`src/rtl/board_pkg.sv`:
```
// Shared types and constants for the tic-tac-toe board scanner.
// LINE_CELLS lists the three cell addresses of each winning line in scan order.
package board_pkg;

    typedef enum logic [1:0] {
        EMPTY = 2'd0,
        P1    = 2'd1,
        P2    = 2'd2
    } cell_t;

    localparam int unsigned NUM_CELLS = 9;
    localparam int unsigned NUM_LINES = 8;

    // Rows 0-2, columns 3-5, main diagonal 6, anti-diagonal 7.
    localparam logic [3:0] LINE_CELLS [NUM_LINES][3] = '{
        '{4'd0, 4'd1, 4'd2},
        '{4'd3, 4'd4, 4'd5},
        '{4'd6, 4'd7, 4'd8},
        '{4'd0, 4'd3, 4'd6},
        '{4'd1, 4'd4, 4'd7},
        '{4'd2, 4'd5, 4'd8},
        '{4'd0, 4'd4, 4'd8},
        '{4'd2, 4'd4, 4'd6}
    };

    typedef enum logic [2:0] {
        StIdle,
        StReq,
        StData,
        StEval,
        StDone
    } state_e;

endpackage

```
`src/rtl/line_check.sv`:
```
// Combinational test of one line: matches when all three cells hold the same player mark.
// The invalid value 3 never matches.
module line_check
    import board_pkg::*;
(
    input  cell_t       c0_i,
    input  cell_t       c1_i,
    input  cell_t       c2_i,
    output logic        match_o,
    output logic [1:0]  player_o
);

    always_comb begin
        match_o  = (c0_i == c1_i) && (c1_i == c2_i) && ((c0_i == P1) || (c0_i == P2));
        player_o = match_o ? c0_i : 2'd0;
    end

endmodule

```
`src/rtl/board_scanner.sv`:
```
// Walks the 8 winning lines through the shared board read port after each move and
// reports the first winning line in scan order plus whether the board is full.
module board_scanner
    import board_pkg::*;
#(
    parameter int unsigned ADDR_W = 4,
    parameter int unsigned CELL_W = 2
) (
    input  logic              clk,
    input  logic              rst,
    input  logic              start,
    output logic              rd_req,
    input  logic              rd_gnt,
    output logic [ADDR_W-1:0] rd_addr,
    input  logic [CELL_W-1:0] rd_data,
    output logic              busy,
    output logic              done,
    output logic              win,
    output logic [1:0]        winner,
    output logic [2:0]        win_line,
    output logic              full
);

    state_e                 state_q, state_d;
    logic [2:0]             line_q, line_d;
    logic [1:0]             k_q, k_d;
    cell_t                  cells_q [3];
    cell_t                  cells_d [3];
    logic [NUM_CELLS-1:0]   occ_q, occ_d;
    logic                   pend_win_q, pend_win_d;
    logic [1:0]             pend_winner_q, pend_winner_d;
    logic [2:0]             pend_line_q, pend_line_d;
    logic                   win_q, win_d;
    logic [1:0]             winner_q, winner_d;
    logic [2:0]             win_line_q, win_line_d;
    logic                   full_q, full_d;

    logic [3:0]             cur_addr;
    logic                   line_match;
    logic [1:0]             line_player;

    assign cur_addr = LINE_CELLS[line_q][k_q];

    line_check u_line_check (
        .c0_i     (cells_q[0]),
        .c1_i     (cells_q[1]),
        .c2_i     (cells_q[2]),
        .match_o  (line_match),
        .player_o (line_player)
    );

    always_ff @(posedge clk) begin
        if (!rst) begin
            state_q       <= StIdle;
            line_q        <= '0;
            k_q           <= '0;
            cells_q       <= '{default: EMPTY};
            occ_q         <= '0;
            pend_win_q    <= 1'b0;
            pend_winner_q <= '0;
            pend_line_q   <= '0;
            win_q         <= 1'b0;
            winner_q      <= '0;
            win_line_q    <= '0;
            full_q        <= 1'b0;
        end else begin
            state_q       <= state_d;
            line_q        <= line_d;
            k_q           <= k_d;
            cells_q       <= cells_d;
            occ_q         <= occ_d;
            pend_win_q    <= pend_win_d;
            pend_winner_q <= pend_winner_d;
            pend_line_q   <= pend_line_d;
            win_q         <= win_d;
            winner_q      <= winner_d;
            win_line_q    <= win_line_d;
            full_q        <= full_d;
        end
    end

    always_comb begin
        state_d = state_q;
        unique case (state_q)
            StIdle:  if (start) state_d = StReq;
            StReq:   if (rd_gnt) state_d = StData;
            StData:  state_d = (k_q == 2'd2) ? StEval : StReq;
            StEval:  state_d = (line_q == 3'd7) ? StDone : StReq;
            StDone:  state_d = StIdle;
            default: state_d = StIdle;
        endcase
    end

    always_comb begin
        line_d        = line_q;
        k_d           = k_q;
        cells_d       = cells_q;
        occ_d         = occ_q;
        pend_win_d    = pend_win_q;
        pend_winner_d = pend_winner_q;
        pend_line_d   = pend_line_q;
        win_d         = win_q;
        winner_d      = winner_q;
        win_line_d    = win_line_q;
        full_d        = full_q;
        unique case (state_q)
            StIdle: begin
                if (start) begin
                    line_d        = '0;
                    k_d           = '0;
                    occ_d         = '0;
                    pend_win_d    = 1'b0;
                    pend_winner_d = '0;
                    pend_line_d   = '0;
                end
            end
            StData: begin
                cells_d[k_q] = cell_t'(rd_data);
                if (rd_data != '0) occ_d[cur_addr] = 1'b1;
                if (k_q != 2'd2) k_d = k_q + 2'd1;
            end
            StEval: begin
                if (!pend_win_q && line_match) begin
                    pend_win_d    = 1'b1;
                    pend_winner_d = line_player;
                    pend_line_d   = line_q;
                end
                k_d = '0;
                if (line_q != 3'd7) begin
                    line_d = line_q + 3'd1;
                end else begin
                    // Results land on the edge entering StDone so they rise together with done.
                    win_d      = pend_win_d;
                    winner_d   = pend_winner_d;
                    win_line_d = pend_line_d;
                    full_d     = &occ_q;
                end
            end
            default: ;
        endcase
    end

    always_comb begin
        rd_req   = (state_q == StReq);
        rd_addr  = rd_req ? ADDR_W'(cur_addr) : '0;
        busy     = (state_q != StIdle);
        done     = (state_q == StDone);
        win      = win_q;
        winner   = winner_q;
        win_line = win_line_q;
        full     = full_q;
    end

endmodule

```
`config.mk`:
```
export PLATFORM = sky130hd
export DESIGN_NAME = board_scanner
export DESIGN_NICKNAME = d
export VERILOG_FILES = /design/src/rtl/board_pkg.sv /design/src/rtl/line_check.sv /design/src/rtl/board_scanner.sv
export SDC_FILE = /design/constraint.sdc
export NUM_CORES = 1
export LEC_CHECK = 0
export BUFFER_PORTS_ARGS = -buffer_cell sky130_fd_sc_hd__buf_2
export CAP_MARGIN = 20
export CORE_MARGIN = 4
export CORE_UTILIZATION = 45
export DETAILED_ROUTE_END_ITERATION = 8
export HOLD_SLACK_MARGIN = 0.05
export PLACE_DENSITY = 0.61
export SLEW_MARGIN = 20
export SYNTH_ARGS = -nofsm -noshare
export SYNTH_HDL_FRONTEND = slang
export SYNTH_SLANG_ARGS = --single-unit
```
`constraint.sdc`:
```
create_clock -name clk -period 2.3 [get_ports clk]
set_clock_uncertainty 0.05 [all_clocks]
set_input_delay 0.345 -clock clk [delete_from_list [all_inputs] [get_ports clk]]
set_output_delay 0.345 -clock clk [all_outputs]
set_load 0.01 [all_outputs]
```
==> impl_results.md, run 1 <==
- Hold Vio Cnt, Final: 0
- Reg2Reg Setup Slack: 0.44 ns
- Seq/Total Area, Yosys: 37.8%
- Via density: 5.44
- IO Count: 20
- Post-synth EDFFs: 0
- Count leader, synth: dfxtp_1
- Fill cells: 387
- Initial drt markers: 61
- Clock Root Buffer: clkbuf_8
- Initial Util: 47.0%
- Post-route ant nets: 0
- Syn_nets: 235
- Total power: 1280 uW
- Setup Buffers After CTS: 0
- Setup crit start kind: flip-flop
- Antenna diode count: 0
- WL final: 4130 um
- Async SR Flop Fraction: 0%
- Synth Flop Type: dfxtp_1
- Hold crit path type: primary input to flip-flop
- Post-synthesis cell area: 1910 um2
- Pleak: 0.000857 uW
- Worst EP arrival: 1.76 ns
- Area grow syn2layout: 15.2%
- Yosys top cell area share: 37.8%
- Unrepaired setup endpoints after global routing: no
- Critical path type: flip-flop to output port
- Syn_area_per_cell: 8.70 um2
- Antenna violations before repair: 0
- Crit-path cells: inv_2 > ha_4 > or3b_1 > o221ai_2 > inv_2 > nor2_1 > buf_2
- H-Tree Depth: 2
- Worst setup EP type: output port
- DR DRC count: 0
- Register area: 723 um2
- DIE AREA: 5340 um2
- TritonCTS clock tree: built
- PortBufs: 19
- Distinct cells, synth: 53
- YS warnings: 0
- Final period util: 93.6%
- Finish-stage setup viols: 0
- Peak VDD IR: 0.372 mV
- Multi-input logic area: 1120 um2
- Die Y: 73.1 um
- Headroom to the max-slew limit: 73.9%
- Die W: 73.1 um
- Post-cts hold buffer count: 0
- Final nets: 258
- Max FO, Critical Path: 6
- Post-synth top area cell: dfxtp_1
- Worst hold margin: 0.247 ns
- First-pass iteration count of the detailed router: 4
- Slowest stage delay, CP: 0.40 ns
- CP required: 1.90 ns
- Total grt overflow: 0
- Status: finished clean
- Tot GR Track Use: 16.8%
- Tmin final: 2.15 ns
- CP max-delay cell: dfxtp_2
- Power density cells: 581 nW/um2
- Vias in the first global route: 1,492
- Commonest cells post-synth: dfxtp_1, nor2_1, nand2_1
- MaxCap Viol Count: 0
- TritonCTS Buffers: 5
- Drt wl/cell: 14.1 um
- Fmax: 465 MHz
- Largest net degree at the start of global routing: 17
- Core ar.: 4060 um2
- Setup TNS: 0 ns
- First-pass GRT wire length: 7050 um
- Number of synthesized register bits: 36
- Worst-margin pin slew: 0.390 ns
- Hpwl dp: 3030 um
- Clk buf depth: 2
- Clk pin slew, worst setup/hold paths: 0.07 ns
- CP dominant cell by count: inv_2
- Area contributors post-synth: dfxtp_1, ha_1, mux2i_1
- Final GP Congestion: 0.831
- Skew-Pair Late Insertion Delay: 0.29 ns
- Vias: 1,594
- Clk sink count: 36
- Max Slew Vio Count: 0
- # rows: 23
- Proportion of layout cells with a drive suffix above 1: 22.2%
- Cells after Synth: 219
routing by layer:
layer,track usage [%],up-vias,share of wire [%]
met1,23.7,739,53
met4,5.74,0,1.1
met5,0,-,0
met2,24.5,23,42
li1,-,825,-
met3,4.68,7,3.5
critical path, delay by kind of cell, from the launching register on:
| kind | cells | cell delay [ns] |
|---|---|---|
| AO/OA/AOI/OAI | 1 | 0.11 |
| adder cells (fa/ha/maj) | 1 | 0.24 |
| flip-flops | 1 | 0.40 |
| AND/OR/NAND/NOR | 2 | 0.44 |
| buffers and inverters | 3 | 0.28 |
worst paths after layout:
kind,from,endpoint,depth (start not counted)
worst max register to register,line_q[0],line_q[2],7
worst min-delay path,rd_gnt,state_q[1],3
worst min register to register,winner[0],winner[0],2
worst max-delay path,line_q[1],rd_addr[1],7
state kept, by name, summed over array words and instances (netlist names):
name and flops:
winner 2, win 1, state_q 3, pend_win_q 1, pend_line_q 3, pend_winner_q 2, line_q 3, k_q 2
cells_q 6, win_line 3, occ_q 9, full 1
per-stage QoR:
step	instances	cell area (um2)	worst slack, ns	utilization (%)
4_1_cts	293	2170	0.00102	53.6
5_1_grt	293	2200	0.0323	54.1
6_report	293	2200	0.148	54.1
3_3_place_gp	285	2060	0.304	50.8
3_5_place_dp	285	2060	0.226	50.8
2_1_floorplan	219	1910	0.329	-
cell families (layout without fill, tap and decap cells):
logic type	Yosys count	in the layout	share of synthesized area [%]
and+or+nand+nor	88	88	24.4
AOI/OAI and AO/OA	53	53	20.2
DFF	36	36	37.8
buffers and inverters	20	44	4.66
muxes	12	12	6.37
adders and majority gates	10	10	6.57
area by class of cell:
cell class / instances / area share, %
multi-input cells: 163 / 50.9
flip-flops and latches: 36 / 32.9
repair buffers: 25 / 6.38
clock buffers: 5 / 3.13
well taps: 50 / 2.85
clock inverters: 3 / 1.94
inverters: 11 / 1.88
cell usage in the layout, fill, tap and decap left out, types with 3 or more instances in the layout:
cell and n:
dfxtp_1 34, nor2_1 29, nand2_1 19, buf_2 19
a21oi_1 14, mux2i_1 11, ha_1 9, o21ai_0 8
inv_1 7, nor3_1 6, buf_4 6, nand2b_1 5
a22o_1 5, clkbuf_8 5, nor2b_1 4, and3_1 4
inv_2 3, and2_1 3
power by group:
part | total (uW) | internal, uW | switching [uW] | leakage, uW
sequential | 635 | 627 | 7.73 | 0.000291
clock | 558 | 321 | 238 | 0.0000541
combinational | 82.0 | 30.3 | 51.7 | 0.000512
timing repair:
action | in CTS | in global routing
resized for setup | 1 | 7
gates cloned | 0 | 0
endpoints found under the setup margin | 2 | 4
Power figures use the tool's default switching activity.
==> run 2, diff against run 1 <==
--- a/config.mk
+++ b/config.mk
@@ -7,7 +7,7 @@
 export LEC_CHECK = 0
 export BUFFER_PORTS_ARGS = -buffer_cell sky130_fd_sc_hd__buf_2
 export CAP_MARGIN = 20
-export CORE_MARGIN = 4
+export CORE_MARGIN = 2
 export CORE_UTILIZATION = 45
 export DETAILED_ROUTE_END_ITERATION = 8
 export HOLD_SLACK_MARGIN = 0.05
==> constraint.sdc (replaced) <==
create_clock -name clk -period 2.01 [get_ports clk]
set_clock_uncertainty 0.05 [all_clocks]
set_input_delay 0.3015 -clock clk [delete_from_list [all_inputs] [get_ports clk]]
set_output_delay 0.3015 -clock clk [all_outputs]
set_load 0.01 [all_outputs]
==> run 2 against run 1 <==
The flow now finishes with violations (setup timing). Sequential share of layout area shrank 0.64 points. Via count is the same. Routed wire length grew 1.8%. Sequential power grew 15%. First-iteration DRC count shrank 3.3%. Register-to-register slack lost 0.28 ns. Worst hold slack lost 0.019 ns. Final area grew 2.7%. Total power grew 7.8%. Global-route usage grew 1.6 points. Critical path type unchanged.
==> impl_results.md, run 2 (same netlist as run 1, synthesis figures left out) <==
- Clk sink count: 36 (unchanged)
- Post-Layout Cell Count: 297 (+1.4%)
- Post-route ant nets: 0 (unchanged)
- Vias in the first global route: 1,517 (+1.7%)
- Antenna diode count: 0 (unchanged)
- Final nets: 263 (+1.9%)
- DR DRC count: 0 (unchanged)
- Drt wl/cell: 14.2 um (+0.44%)
- First-pass GRT wire length: 7280 um (+3.2%)
- Worst EP arrival: 1.66 ns (-0.10 ns)
- Largest net degree at the start of global routing: 16 (-1)
- First-pass iteration count of the detailed router: 4 (unchanged)
- Most common cell after layout, fill and taps aside: dfxtp_1
- Via density: 5.37 (-1.3%)
- Total power: 1370 uW (+7.8%)
- Placed cell count: 288 (+1.1%)
- Fill cells: 371 (-4.1%)
- Crit-path cells: inv_4 > ha_4 > or3b_1 > o221ai_2 > inv_2 > nor2_1 > buf_2
- H-Tree Depth: 2 (unchanged)
- Tot GR Track Use: 18.4% (+1.6 points)
- Hpwl dp: 3060 um (+0.93%)
- Setup ws final: -0.00232 ns (-0.150 ns)
- Power density cells: 610 nW/um2 (+5.0%)
- Initial Util: 47.3% (+0.34 points)
- Unrepaired setup endpoints after global routing: yes
- Initial drt markers: 59 (-3.3%)
- Peak VDD IR: 0.397 mV (+6.8%)
- Max Slew Vio Count: 0 (unchanged)
- # rows: 23 (unchanged)
- Die W: 69.1 um (-5.5%)
- TritonCTS clock tree: built
- Core ar.: 4030 um2 (-0.71%)
- Skew-Pair Late Insertion Delay: 0.28 ns (about the same)
- Proportion of layout cells with a drive suffix above 1: 27.1% (+4.9 points)
- Status: complete, but fails checks
- DIE AREA: 4770 um2 (-11%)
- Slowest stage delay, CP: 0.36 ns (-0.04 ns)
- Pleak: 0.000881 uW (+2.7%)
- Max FO, Critical Path: 5 (-1)
- Failing checks: setup timing
- Finish-stage setup viols: 1 (+1)
- Vias: 1,594 (unchanged)
- Hold crit path type: primary input to flip-flop
- Critical path type: flip-flop to output port
- Clock Root Buffer: clkbuf_8
- Reg2Reg Setup Slack: 0.16 ns (-0.28 ns)
- Clk buf depth: 2 (unchanged)
- Area grow syn2layout: 18.3%
- Regs by FF count: occ_q: 9 flops, cells_q: 6 flops
- Largest register FFs: 9 (unchanged)
- Die Y: 69.1 um (-5.5%)
- Antenna violations before repair: 0 (unchanged)
- Worst-margin pin slew: 0.396 ns (+0.00565 ns)
- MaxCap Viol Count: 0 (unchanged)
- Total grt overflow: 0 (unchanged)
- TritonCTS Buffers: 5 (unchanged)
- Fmax: 497 MHz
- IO Count: 20 (unchanged)
- Final GP Congestion: 0.811 (-2.4%)
- CP max-delay cell: or3b_1
- Largest register by flop count: occ_q
- CP required: 1.66 ns (-0.24 ns)
- Final period util: 100%
- Tmin final: 2.01 ns
- Setup crit start kind: flip-flop
- Worst setup EP type: output port
- WL final: 4210 um (+1.8%)
- Clk pin slew, worst setup/hold paths: 0.07 ns (about the same)
- PortBufs: 19 (unchanged)
- Headroom to the max-slew limit: 73.6% (-0.30 points)
- Most frequent cells in the layout: dfxtp_1, nor2_1, nand2_1, buf_2, a21oi_1
- Hold Vio Cnt, Final: 0 (unchanged)
[run 2: changes by cell type in the layout (fill, tap and decap cells not counted), moves of 2 or more]
cell and delta:
buf_4 +5, dfxtp_1 -4, dfxtp_2 +4, clkbuf_8 +2
ha_1 -2, ha_2 +2
[run 2: what timing repair did]
action,CTS,global route
gates resized for setup,13,5
buffers inserted,0,2
hold buffers,0,0
pin swaps,2,3
endpoints found under the setup margin,4,11
endpoints found under the hold margin,0,0
[run 2: worst paths after layout]
kind,start,to,cells past startpoint
hold reg to reg,winner[0],winner[0],2
setup / recovery,line_q[1],rd_addr[1],7
setup reg to reg,line_q[0],line_q[2],7
hold / removal,rd_gnt,state_q[1],3
[run 2: worst max-delay path: cells and delay by family (launching register included)]
family,cells,cell delay (ns)
simple gates,2,0.44
fa+ha+maj,1,0.25
flops,1,0.35
buf+inv,3,0.24
compound gates,1,0.10
[run 2: layout make-up]
type / instances / area, um2 / share of cell area [%]
multi-input combinational: 163 / 1150 / 50.8
clock buffer: 7 / 96.3 / 4.27
inverter: 11 / 43.8 / 1.94
tap: 50 / 62.6 / 2.77
sequential: 36 / 728 / 32.3
timing repair buffer: 30 / 178 / 7.88
[run 2: report_power, final]
part           switching, uW  internal [uW]  leakage, uW
Clock                    247            305    0.0000503
Sequential              9.36            719     0.000293
Combinational           59.9           34.8     0.000537
Total                    316           1060     0.000881
[run 2: layer usage]
layer  global-route usage (%)  up-vias  share of wire, %
met5                        0        -                 0
met2                     28.3       20                44
li1                         -      834                 -
met1                     26.1      735                52
met3                     4.24        5               3.0
met4                     4.58        0              0.86
[run 2: metrics by stage]
step	util (%)	TNS [ns]	hold WS [ns]	area [um2]	setup WS, ns
detailed placement	51.7	0	0.391	2080	0.120
global route	56.0	-0.376	0.264	2250	-0.123
global placement	51.7	0	0.387	2080	0.146
finish	56.0	-0.00232	0.228	2250	-0.00232
floorplan	-	0	0.375	1910	0.0391
CTS	54.9	-0.0157	0.233	2210	-0.0157
